## config.mk

```make
export PLATFORM = sky130hd
export DESIGN_NAME = divider_four_bit
export DESIGN_NICKNAME = d
export VERILOG_FILES = /design/src/rtl/divider_four_bit.sv
export SDC_FILE = /design/constraint.sdc
export NUM_CORES = 1
export LEC_CHECK = 0
export CORE_MARGIN = 5
export CORE_UTILIZATION = 30
export DETAILED_ROUTE_END_ITERATION = 7
export PLACE_DENSITY = 0.51
export SYNTH_ARGS = -nofsm -noshare
export SYNTH_HDL_FRONTEND = slang
export SYNTH_SLANG_ARGS = --single-unit
export TNS_END_PERCENT = 5
```

## constraint.sdc

```tcl
create_clock -name clk -period 3.06 [get_ports clk]
set_clock_uncertainty 0.15 [all_clocks]
set_input_delay 0.612 -clock clk [delete_from_list [all_inputs] [get_ports clk]]
set_output_delay 0.612 -clock clk [all_outputs]
set_load 0.005 [all_outputs]
```

## src/rtl/divider_four_bit.sv

```systemverilog
`timescale 1ns/1ps
// divider_four_bit: sequential unsigned restoring divider.
// Operands are latched on start. One quotient bit is resolved per clock, and
// the results are published with a one-cycle done strobe. A zero divisor
// short-circuits to an all-ones quotient with div_by_zero set.
module divider_four_bit #(
    parameter int WIDTH = 4
) (
    input  logic             clk,
    input  logic             rst,
    input  logic             start,
    input  logic [WIDTH-1:0] dividend,
    input  logic [WIDTH-1:0] divisor,
    output logic             busy,
    output logic             done,
    output logic [WIDTH-1:0] quotient,
    output logic [WIDTH-1:0] remainder,
    output logic             div_by_zero
);

    localparam int CNT_W = $clog2(WIDTH + 1);

    typedef enum logic [1:0] {
        IDLE,
        RUN,
        DONE
    } state_t;

    state_t           state;
    logic [WIDTH-1:0] q_work;   // dividend shifting out, quotient shifting in
    logic [WIDTH-1:0] d_work;   // latched divisor
    logic [WIDTH:0]   r_work;   // partial remainder
    logic [CNT_W-1:0] step;     // completed RUN steps

    logic [WIDTH+1:0] diff;
    logic             fits;
    logic [WIDTH:0]   r_next;
    logic [WIDTH-1:0] q_next;

    // One restoring step: shift the next dividend bit into the partial
    // remainder and try to subtract the divisor; the borrow decides.
    // The partial remainder always stays below the divisor, so its top bit is
    // zero and the full-width minuend equals {0, S}.
    // NOTE: every always_comb output gets a value on every path, so no latch is inferred.
    always_comb begin
        diff   = {r_work, q_work[WIDTH-1]} - {2'b00, d_work};
        fits   = ~diff[WIDTH+1];
        r_next = fits ? diff[WIDTH:0] : {r_work[WIDTH-1:0], q_work[WIDTH-1]};
        q_next = {q_work[WIDTH-2:0], fits};
    end

    // Control FSM, working registers and registered result outputs.
    // NOTE: sequential state uses non-blocking assignments so every register samples pre-edge values.
    always_ff @(posedge clk or posedge rst) begin
        if (rst) begin
            // NOTE: working registers are reset too, so no X ever reaches the step logic.
            state       <= IDLE;
            busy        <= 1'b0;
            done        <= 1'b0;
            quotient    <= '0;
            remainder   <= '0;
            div_by_zero <= 1'b0;
            q_work      <= '0;
            d_work      <= '0;
            r_work      <= '0;
            step        <= '0;
        end else begin
            done <= 1'b0;
            case (state)
                IDLE: begin
                    if (start) begin
                        q_work <= dividend;
                        d_work <= divisor;
                        r_work <= '0;
                        step   <= '0;
                        if (divisor != '0) begin
                            state <= RUN;
                            busy  <= 1'b1;
                        end else begin
                            state       <= DONE;
                            done        <= 1'b1;
                            quotient    <= '1;
                            remainder   <= dividend;
                            div_by_zero <= 1'b1;
                        end
                    end
                end
                RUN: begin
                    q_work <= q_next;
                    r_work <= r_next;
                    step   <= step + CNT_W'(1);
                    if (step == CNT_W'(WIDTH - 1)) begin
                        state       <= DONE;
                        busy        <= 1'b0;
                        done        <= 1'b1;
                        quotient    <= q_next;
                        remainder   <= r_next[WIDTH-1:0];
                        div_by_zero <= 1'b0;
                    end
                end
                DONE: begin
                    state <= IDLE;
                end
                default: begin
                    state <= IDLE;
                end
            endcase
        end
    end

endmodule
```

==> flow_summary.json, run 1 <==
{
  "ioPinCount": 22,
  "crit_cells": 6,
  "dpl.hpwl_um": 2600,
  "r2r_end": "remainder[0]$_DFFE_PP0P_",
  "cts_made_buffers": 5,
  "yosysTopAreaCellShare_pct": 47.5,
  "vias": 1249,
  "max_cap_viol_count": 0,
  "crit_path_max_fanout": 8,
  "hold_buffers": 0,
  "crit_buf_inv": 1,
  "final_nets": 203,
  "antenna_found_initial": 0,
  "outcome": "completed",
  "clkTransAtPathRegs_ps": 60,
  "cts-root-buf": "clkbuf_8",
  "initial_core_util_pct": 30.3,
  "powerDensity_nw_per_um2": 1110,
  "post_cts_resized": 0,
  "hold_violations": 0,
  "min_path_type": "reg -> reg",
  "post-synth-top-count-cell": "dfrtp_1",
  "critPathArrivalTime_ps": 2490,
  "grt_pass1_wl_um": 6200,
  "cts_buffer_depth": 2,
  "cpMaxStageDelayCell": "or4_4",
  "crit_end": "remainder[0]$_DFFE_PP0P_",
  "worst_pin_slew_ps": 582,
  "gr-total-overflow": 0,
  "startpoint": "divisor[2]",
  "die_area_sq_um": 6620,
  "required_ps": 3060,
  "fmax_mhz": 402,
  "path_delay_family": "simple AND/OR/NAND/NOR gates",
  "synthFlopType": "dfrtp_1",
  "syn_nets": 179,
  "drive_above_1_share_pct": 7.53,
  "cts_tree": "yes",
  "antenna_left": 0,
  "start_kind": "input pin",
  "dr.pass1.iters": 5,
  "core_area_sq_um": 5040,
  "relSlewSlack_pct": 61.1,
  "crit_type": "in -> reg",
  "regToRegStartpoint": "d_work[1]$_DFFE_PP0P_",
  "first_global_vias": 1316,
  "yosysWarningCount": 0,
  "setup_viol": 0,
  "port_buffers": 21,
  "first_iter_violations": 53,
  "p_total_uw": 2090,
  "htree_levels": 2,
  "async_reset_ff_share_pct": 100,
  "area_growth_pct": 23.9,
  "peakVddDrop_mv": 0.444,
  "drv_slew": 0,
  "critPathCaptureType": "flop",
  "yosys.area.top_type": "dfrtp_1",
  "drcViolationCount": 0,
  "synth_cells": 161,
  "cpPeakStageDelay_ps": 570,
  "routed_via_density": 4.88,
  "finalCritPeriodShare_pct": 81.2,
  "grt_use_total_pct": 12.5,
  "grt_setup_unrepaired": "no",
  "path_cells": "clkdlybuf4s50_1, or4_4, or2_1, or3_1, a21oi_1, a311oi_1",
  "rows": 26,
  "fin_setup_tns_ps": 0,
  "fp.dieH_um": 81.4,
  "reg2reg_slack_ps": 750,
  "clock_latency_ps": 280,
  "final.min_clock_period_ps": 2490,
  "avgSynthCellArea_sq_um": 9.50,
  "antennaDiodeCount": 0,
  "gp_congestion": 0.795,
  "drt-total-wl_um": 3600,
  "synth-seq-area-share_pct": 47.5,
  "yosysUniqueCellTypes": 41,
  "reg2reg_depth": 8,
  "clkSinkCount": 29,
  "p_leak_uw": 0.000806,
  "routedWlPerCell_um": 14.1,
  "die_w_um": 81.4,
  "ys_seq_elements": 29,
  "synth_common_cells": "dfrtp_1, nand2_1, o21ai_0, inv_1, nor2_1",
  "post-cts-setup-buffer-count": 0,
  "synth-edff-count": 0,
  "grt_start_max_net_pins": 30,
  "syn_area_sq_um": 1530,
  "yosys-top-cells-area": "dfrtp_1, nand2_1, o21ai_0, ha_1, inv_1"
}
-- power by group --
group | switching [uW] | leakage (uW) | internal (uW)
Combinational | 557 | 0.000415 | 522
Clock | 138 | 0.0000395 | 161
Sequential | 155 | 0.000351 | 561
Total | 850 | 0.000806 | 1240
-- sequential cells by signal, indices dropped and copies added (netlist names) --
register and cells:
r_work 5, d_work 4, q_work 4, quotient 4, remainder 4, step 3, state 2, busy 1
div_by_zero 1, done 1
-- worst min-delay path: stages (launching register included) --
cell     delay [ps]
dfrtp_1         350
nand2_1          50
o21ai_0          60
-- per-stage QoR --
| stage | cell area, sq um | utilization, % | hold slack (ps) | worst slack, ps | std cells |
|---|---|---|---|---|---|
| after detailed placement | 1810 | 36.0 | 330 | 283 | 248 |
| after CTS | 1890 | 37.6 | 344 | 574 | 256 |
| final | 1890 | 37.6 | 342 | 575 | 256 |
| after global placement | 1810 | 36.0 | 312 | 332 | 248 |
| after global routing | 1890 | 37.6 | 379 | 482 | 256 |
| after floorplan | 1530 | - | 300 | 795 | 161 |
-- metal layers --
layer	wire (um)	global-route usage [%]
met5	0	0
met4	88	6.59
met3	142	3.44
met2	1640	19.2
met1	1730	15.9
-- cells in the final DEF, fill, tap and decap left out, types with 4 or more instances in the layout --
cell type / n
nand2_1: 27
a31oi_1: 4
ha_1: 6
clkbuf_8: 5
dfrtp_1: 29
inv_1: 11
o21ai_0: 18
nor2_1: 8
a21oi_1: 7
clkdlybuf4s50_1: 21
o22a_1: 4
-- area by class of cell --
cell class / instances / area, sq um
multi-input cells: 114 / 727
fillers: 496 / 3150
inverters: 11 / 41.3
well taps: 70 / 87.6
repair buffers: 24 / 233
clock buffers: 8 / 80.1
flip-flops and latches: 29 / 726
-- logic make-up after synthesis --
kind of cell    count (synthesis)  synth area share [%]
fa+ha+maj                       7                  6.22
compound gates                 48                  20.9
buf+inv                        18                  4.99
mux                             5                  3.52
xor+xnor                        1                 0.573
flops                          29                  47.5
simple gates                   53                  16.3
-- how the worst min path moves through the flow --
stage                       startpoint                 endpoint  slack (ps)  cells after the start
6_report         q_work[3]$_DFFE_PP0P_    q_work[3]$_DFFE_PP0P_         340                      2
2_1_floorplan    q_work[3]$_DFFE_PP0P_    q_work[3]$_DFFE_PP0P_         300                      2
3_5_place_dp     q_work[3]$_DFFE_PP0P_    q_work[3]$_DFFE_PP0P_         330                      2
4_1_cts          q_work[3]$_DFFE_PP0P_    q_work[3]$_DFFE_PP0P_         340                      2
5_1_grt        quotient[2]$_DFFE_PP0P_  quotient[2]$_DFFE_PP0P_         380                      1
3_3_place_gp       step[2]$_DFFE_PP0P_      step[2]$_DFFE_PP0P_         310                      2
No activity file was read; power rests on OpenSTA's default activity.
==> run 2: changes to the inputs <==
clock period = 2.35 ns   (was 3.06 ns; I/O delays follow)
==> run 2 against run 1 <==
  * Die area stayed put
  * Hold slack worse by 4.1 ps
  * Combinational power increased by 56%
  * Via count up 2.6%
  * Cell count grew 5.5%
  * Routed wire length up 0.31%
  * Largest cell class unchanged
==> flow_summary.json, run 2 (synthesis gave the netlist of run 1 again) <==
{
  "vias": 1281,
  "cts_made_buffers": 5,
  "ioPinCount": 22,
  "placed_cells": 262,
  "hold_depth": 2,
  "clkSinkCount": 29,
  "fmax_mhz": 448,
  "worst_pin_slew_ps": 450,
  "first_global_vias": 1292,
  "crit_type": "in -> reg",
  "antenna_left": 0,
  "place_ws_ps": -218,
  "grt_pass1_wl_um": 5990,
  "outcome": "completed",
  "grt_setup_unrepaired": "yes",
  "clock_latency_ps": 270,
  "final_nets": 217,
  "antenna_found_initial": 0,
  "core_area_sq_um": 5040,
  "die_w_um": 81.4,
  "powerDensity_nw_per_um2": 1460,
  "gp_congestion": 0.766,
  "dr.pass1.iters": 4,
  "layout_setup_ws_ps": 119,
  "drt-total-wl_um": 3610,
  "area_growth_pct": 33.5,
  "port_buffers": 21,
  "reg2reg_depth": 7,
  "cts-root-buf": "clkbuf_8",
  "htree_levels": 2,
  "peakVddDrop_mv": 0.524,
  "final.min_clock_period_ps": 2230,
  "dpl.hpwl_um": 2690,
  "mostFrequentLayoutCells": "dfrtp_1, nand2_1, clkdlybuf4s50_1, o21ai_0, buf_4",
  "first_iter_violations": 46,
  "regMostFlops": "r_work",
  "required_ps": 2350,
  "clkTransAtPathRegs_ps": 60,
  "hold_violations": 0,
  "rows": 26,
  "grt_use_total_pct": 12.0,
  "routed_via_density": 4.74,
  "cts_tree": "yes",
  "routedWlPerCell_um": 13.4,
  "drv_slew": 0,
  "setup_viol": 0,
  "max_cap_viol_count": 0,
  "initial_core_util_pct": 30.3,
  "drcViolationCount": 0,
  "gr-total-overflow": 0,
  "start_kind": "input pin",
  "critPathArrivalTime_ps": 2230,
  "finalCritPeriodShare_pct": 95.0,
  "drive_above_1_share_pct": 16.5,
  "post-route-util_pct": 40.5,
  "antennaDiodeCount": 0,
  "min_path_type": "reg -> reg",
  "fp.dieH_um": 81.4,
  "p_leak_uw": 0.000880,
  "stdcell_count": 270,
  "grt_start_max_net_pins": 30,
  "critPathCaptureType": "flop",
  "largest_reg_flops": 5,
  "crit_path_max_fanout": 6,
  "cts_buffer_depth": 2,
  "relSlewSlack_pct": 70.0,
  "final_common_cell": "dfrtp_1",
  "hold_buffers": 0,
  "die_area_sq_um": 6620,
  "fin_setup_tns_ps": 0
}
run 2: repair_timing:
item / in CTS / in global routing
resized for setup: 0 / 8
setup endpoints to repair: 0 / 4
buffers inserted: 0 / 0
run 2: final cells by class:
| type | instances | area, sq um |
|---|---|---|
| Multi-Input combinational cell | 114 | 764 |
| Clock buffer | 8 | 80.1 |
| Fill cell | 514 | 3000 |
| Tap cell | 70 | 87.6 |
| Inverter | 11 | 41.3 |
| Sequential cell | 29 | 726 |
| Timing Repair Buffer | 38 | 342 |
run 2: final timing paths:
kind                                             to  slack [ps]             startpoint
min in group asynchronous   quotient[0]$_DFFE_PP0P_         420                    rst
max in group asynchronous     q_work[0]$_DFFE_PP0P_        1370                    rst
hold / removal                q_work[3]$_DFFE_PP0P_         340  q_work[3]$_DFFE_PP0P_
setup / recovery           remainder[0]$_DFFE_PP0P_         120             divisor[2]
setup reg to reg           remainder[0]$_DFFE_PP0P_         120  d_work[1]$_DFFE_PP0P_
hold reg to reg               q_work[3]$_DFFE_PP0P_         340  q_work[3]$_DFFE_PP0P_
run 2: worst max-delay path: stages:
cell	delay, ps
clkdlybuf4s50_1	420
or4_4	550
or2_4	280
or3_1	300
a21oi_1	150
a311oi_1	60
run 2: metal layers:
metal	GRT usage, %	up-vias	routed length, um
met1	14.7	611	1730
met4	3.55	0	47
li1	-	646	-
met3	3.77	5	134
met5	0	-	0
met2	19.9	19	1700
run 2: where the power goes:
part,switching (uW),internal (uW),leakage [uW]
Combinational,808,879,0.000489
Clock,167,209,0.0000395
Sequential,186,731,0.000351
run 2: stage by stage:
step                      hold slack [ps]  total power, uW  cell area [sq um]
after floorplan                       300             1850               1530
after global placement                317             2420               1920
after detailed placement              328             2470               1920
after CTS                             340             2870               2000
after global routing                  371             3250               2040
final                                 338             2980               2040
==> run 3: changes to the inputs <==
CTS_BUF_LIST = sky130_fd_sc_hd__clkbuf_2   (was unset)
==> run 3 against run 2 <==
  * Register-to-register slack barely moved
  * Design area is 2.3% lower
  * Sequential cell count did not move
  * Sequential share of layout area is 0.83 points higher
  * Via count fell by 1.2%
  * Worst setup slack lost 13 ps
  * Sequential power fell by 0.7%
  * Largest power group unchanged
==> flow_summary.json, run 3 (synthesis gave the netlist of run 1 again) <==
{
  "routed_via_density": 4.69,
  "worst_pin_slew_ps": 445,
  "critPathArrivalTime_ps": 2340,
  "design_area_sq_um": 1990,
  "max_cap_viol_count": 0,
  "finalCritPeriodShare_pct": 95.5,
  "mostFrequentLayoutCells": "dfrtp_1, nand2_1, clkdlybuf4s50_1, o21ai_0, buf_4",
  "crit_type": "reg -> reg",
  "final_common_cell": "dfrtp_1",
  "cts_tree": "yes",
  "seq_power_share_pct": 32.3,
  "hold_buffers": 0,
  "drv_slew": 0,
  "grt_pass1_wl_um": 6010,
  "outcome": "completed",
  "clkTransAtPathRegs_ps": 140,
  "final.min_clock_period_ps": 2240,
  "grt_use_total_pct": 12.0,
  "dr.pass1.iters": 4,
  "ioPinCount": 22,
  "largest_reg_flops": 5,
  "grt_setup_unrepaired": "yes",
  "core_area_sq_um": 5040,
  "critPathCaptureType": "flop",
  "reg2reg_depth": 8,
  "antennaDiodeCount": 0,
  "power_frac_comb_pct": 59.0,
  "first_global_vias": 1298,
  "gp_congestion": 0.766,
  "cts_made_buffers": 5,
  "place_ws_ps": -218,
  "p_leak_uw": 0.000871,
  "hold_violations": 0,
  "rows": 26,
  "relSlewSlack_pct": 70.3,
  "initial_core_util_pct": 30.3,
  "die_w_um": 81.4,
  "use_met2_pct": 19.9,
  "final_nets": 217,
  "crit_path_max_fanout": 5,
  "placed_cell_area_sq_um": 1920,
  "r2r_end": "remainder[1]$_DFFE_PP0P_",
  "reg2reg_slack_ps": 110,
  "required_ps": 2450,
  "setup_viol": 0,
  "htree_levels": 2,
  "dpl.hpwl_um": 2690,
  "drt-total-wl_um": 3590,
  "area_growth_pct": 30.4,
  "vias": 1266,
  "routedWlPerCell_um": 13.3,
  "cts-root-buf": "clkbuf_2",
  "antenna_left": 0,
  "p_clk_share_pct": 8.7,
  "die_area_sq_um": 6620,
  "drive_above_1_share_pct": 17.5,
  "layout_setup_ws_ps": 106,
  "port_buffers": 21,
  "clock_latency_ps": 350,
  "met1_usage_pct": 14.7,
  "intPower_uw": 1680,
  "drcViolationCount": 0,
  "powerDensity_nw_per_um2": 1420,
  "regMostFlops": "r_work",
  "cts_buffer_depth": 2,
  "clkSinkCount": 29,
  "first_iter_violations": 46,
  "grt_util_met3_pct": 3.77,
  "gr-total-overflow": 0,
  "grt_start_max_net_pins": 30,
  "peakVddDrop_mv": 0.504,
  "start_kind": "flop",
  "regToRegStartpoint": "d_work[1]$_DFFE_PP0P_",
  "fp.dieH_um": 81.4,
  "min_path_type": "in -> async",
  "p_sw_uw": 1140,
  "antenna_found_initial": 0,
  "grt_busiest_layer": "met2",
  "power_switching_share_pct": 40.5,
  "fmax_mhz": 446
}
-- run 3: power groups by stage --
stage / Sequential [uW] / Clock (uW) / Combinational, uW
2_1_floorplan: 852 / 0 / 995
6_report: 911 / 246 / 1670
3_3_place_gp: 908 / 0 / 1520
3_5_place_dp: 924 / 0 / 1540
5_1_grt: 947 / 282 / 1860
4_1_cts: 913 / 259 / 1560
-- run 3: metrics by stage --
| stage | cells | utilization (%) | TNS (ps) | hold slack, ps | total power, uW |
|---|---|---|---|---|---|
| after floorplan | 161 | - | 0 | 300 | 1850 |
| after global routing | 270 | 39.6 | -17.0 | 339 | 3090 |
| after detailed placement | 262 | 38.1 | -1040 | 328 | 2470 |
| after CTS | 270 | 38.9 | 0 | 310 | 2730 |
| final | 270 | 39.6 | 0 | 322 | 2820 |
| after global placement | 262 | 38.1 | -816 | 317 | 2420 |
-- run 3: timing repair --
item                                    in CTS  in global routing
setup buffers                                0                  0
endpoints found under the setup margin       0                  4
gates resized for setup                      0                  6
-- run 3: final cells by class --
cell class	count	area [sq um]
fillers	516	3050
inverters	11	41.3
repair buffers	38	338
flip-flops and latches	29	726
multi-input cells	114	762
well taps	70	87.6
clock buffers	8	40.0
-- run 3: per-layer routing --
metal,up-vias,wire [um]
li1,647,-
met1,597,1730
met2,20,1690
met3,2,135
met4,0,24
met5,-,0
-- run 3: how the worst max path moves through the flow --
| stage | cells past startpoint | to | startpoint | slack, ps |
|---|---|---|---|---|
| 6_report | 8 | remainder[1]$_DFFE_PP0P_ | d_work[1]$_DFFE_PP0P_ | 110 |
| 5_1_grt | 8 | remainder[1]$_DFFE_PP0P_ | d_work[1]$_DFFE_PP0P_ | -10 |
| 4_1_cts | 8 | remainder[1]$_DFFE_PP0P_ | d_work[2]$_DFFE_PP0P_ | 40 |
| 3_5_place_dp | 6 | remainder[0]$_DFFE_PP0P_ | divisor[2] | -220 |
| 3_3_place_gp | 6 | remainder[0]$_DFFE_PP0P_ | divisor[2] | -190 |
| 2_1_floorplan | 7 | remainder[0]$_DFFE_PP0P_ | d_work[1]$_DFFE_PP0P_ | 120 |
-- run 3: critical path, stage by stage, from the launching register on --
cell,delay [ps]
dfrtp_1,390
inv_1,80
ha_1,220
nor2b_2,170
o2111a_1,260
a211oi_4,280
buf_4,190
mux2i_2,260
a31oi_1,120
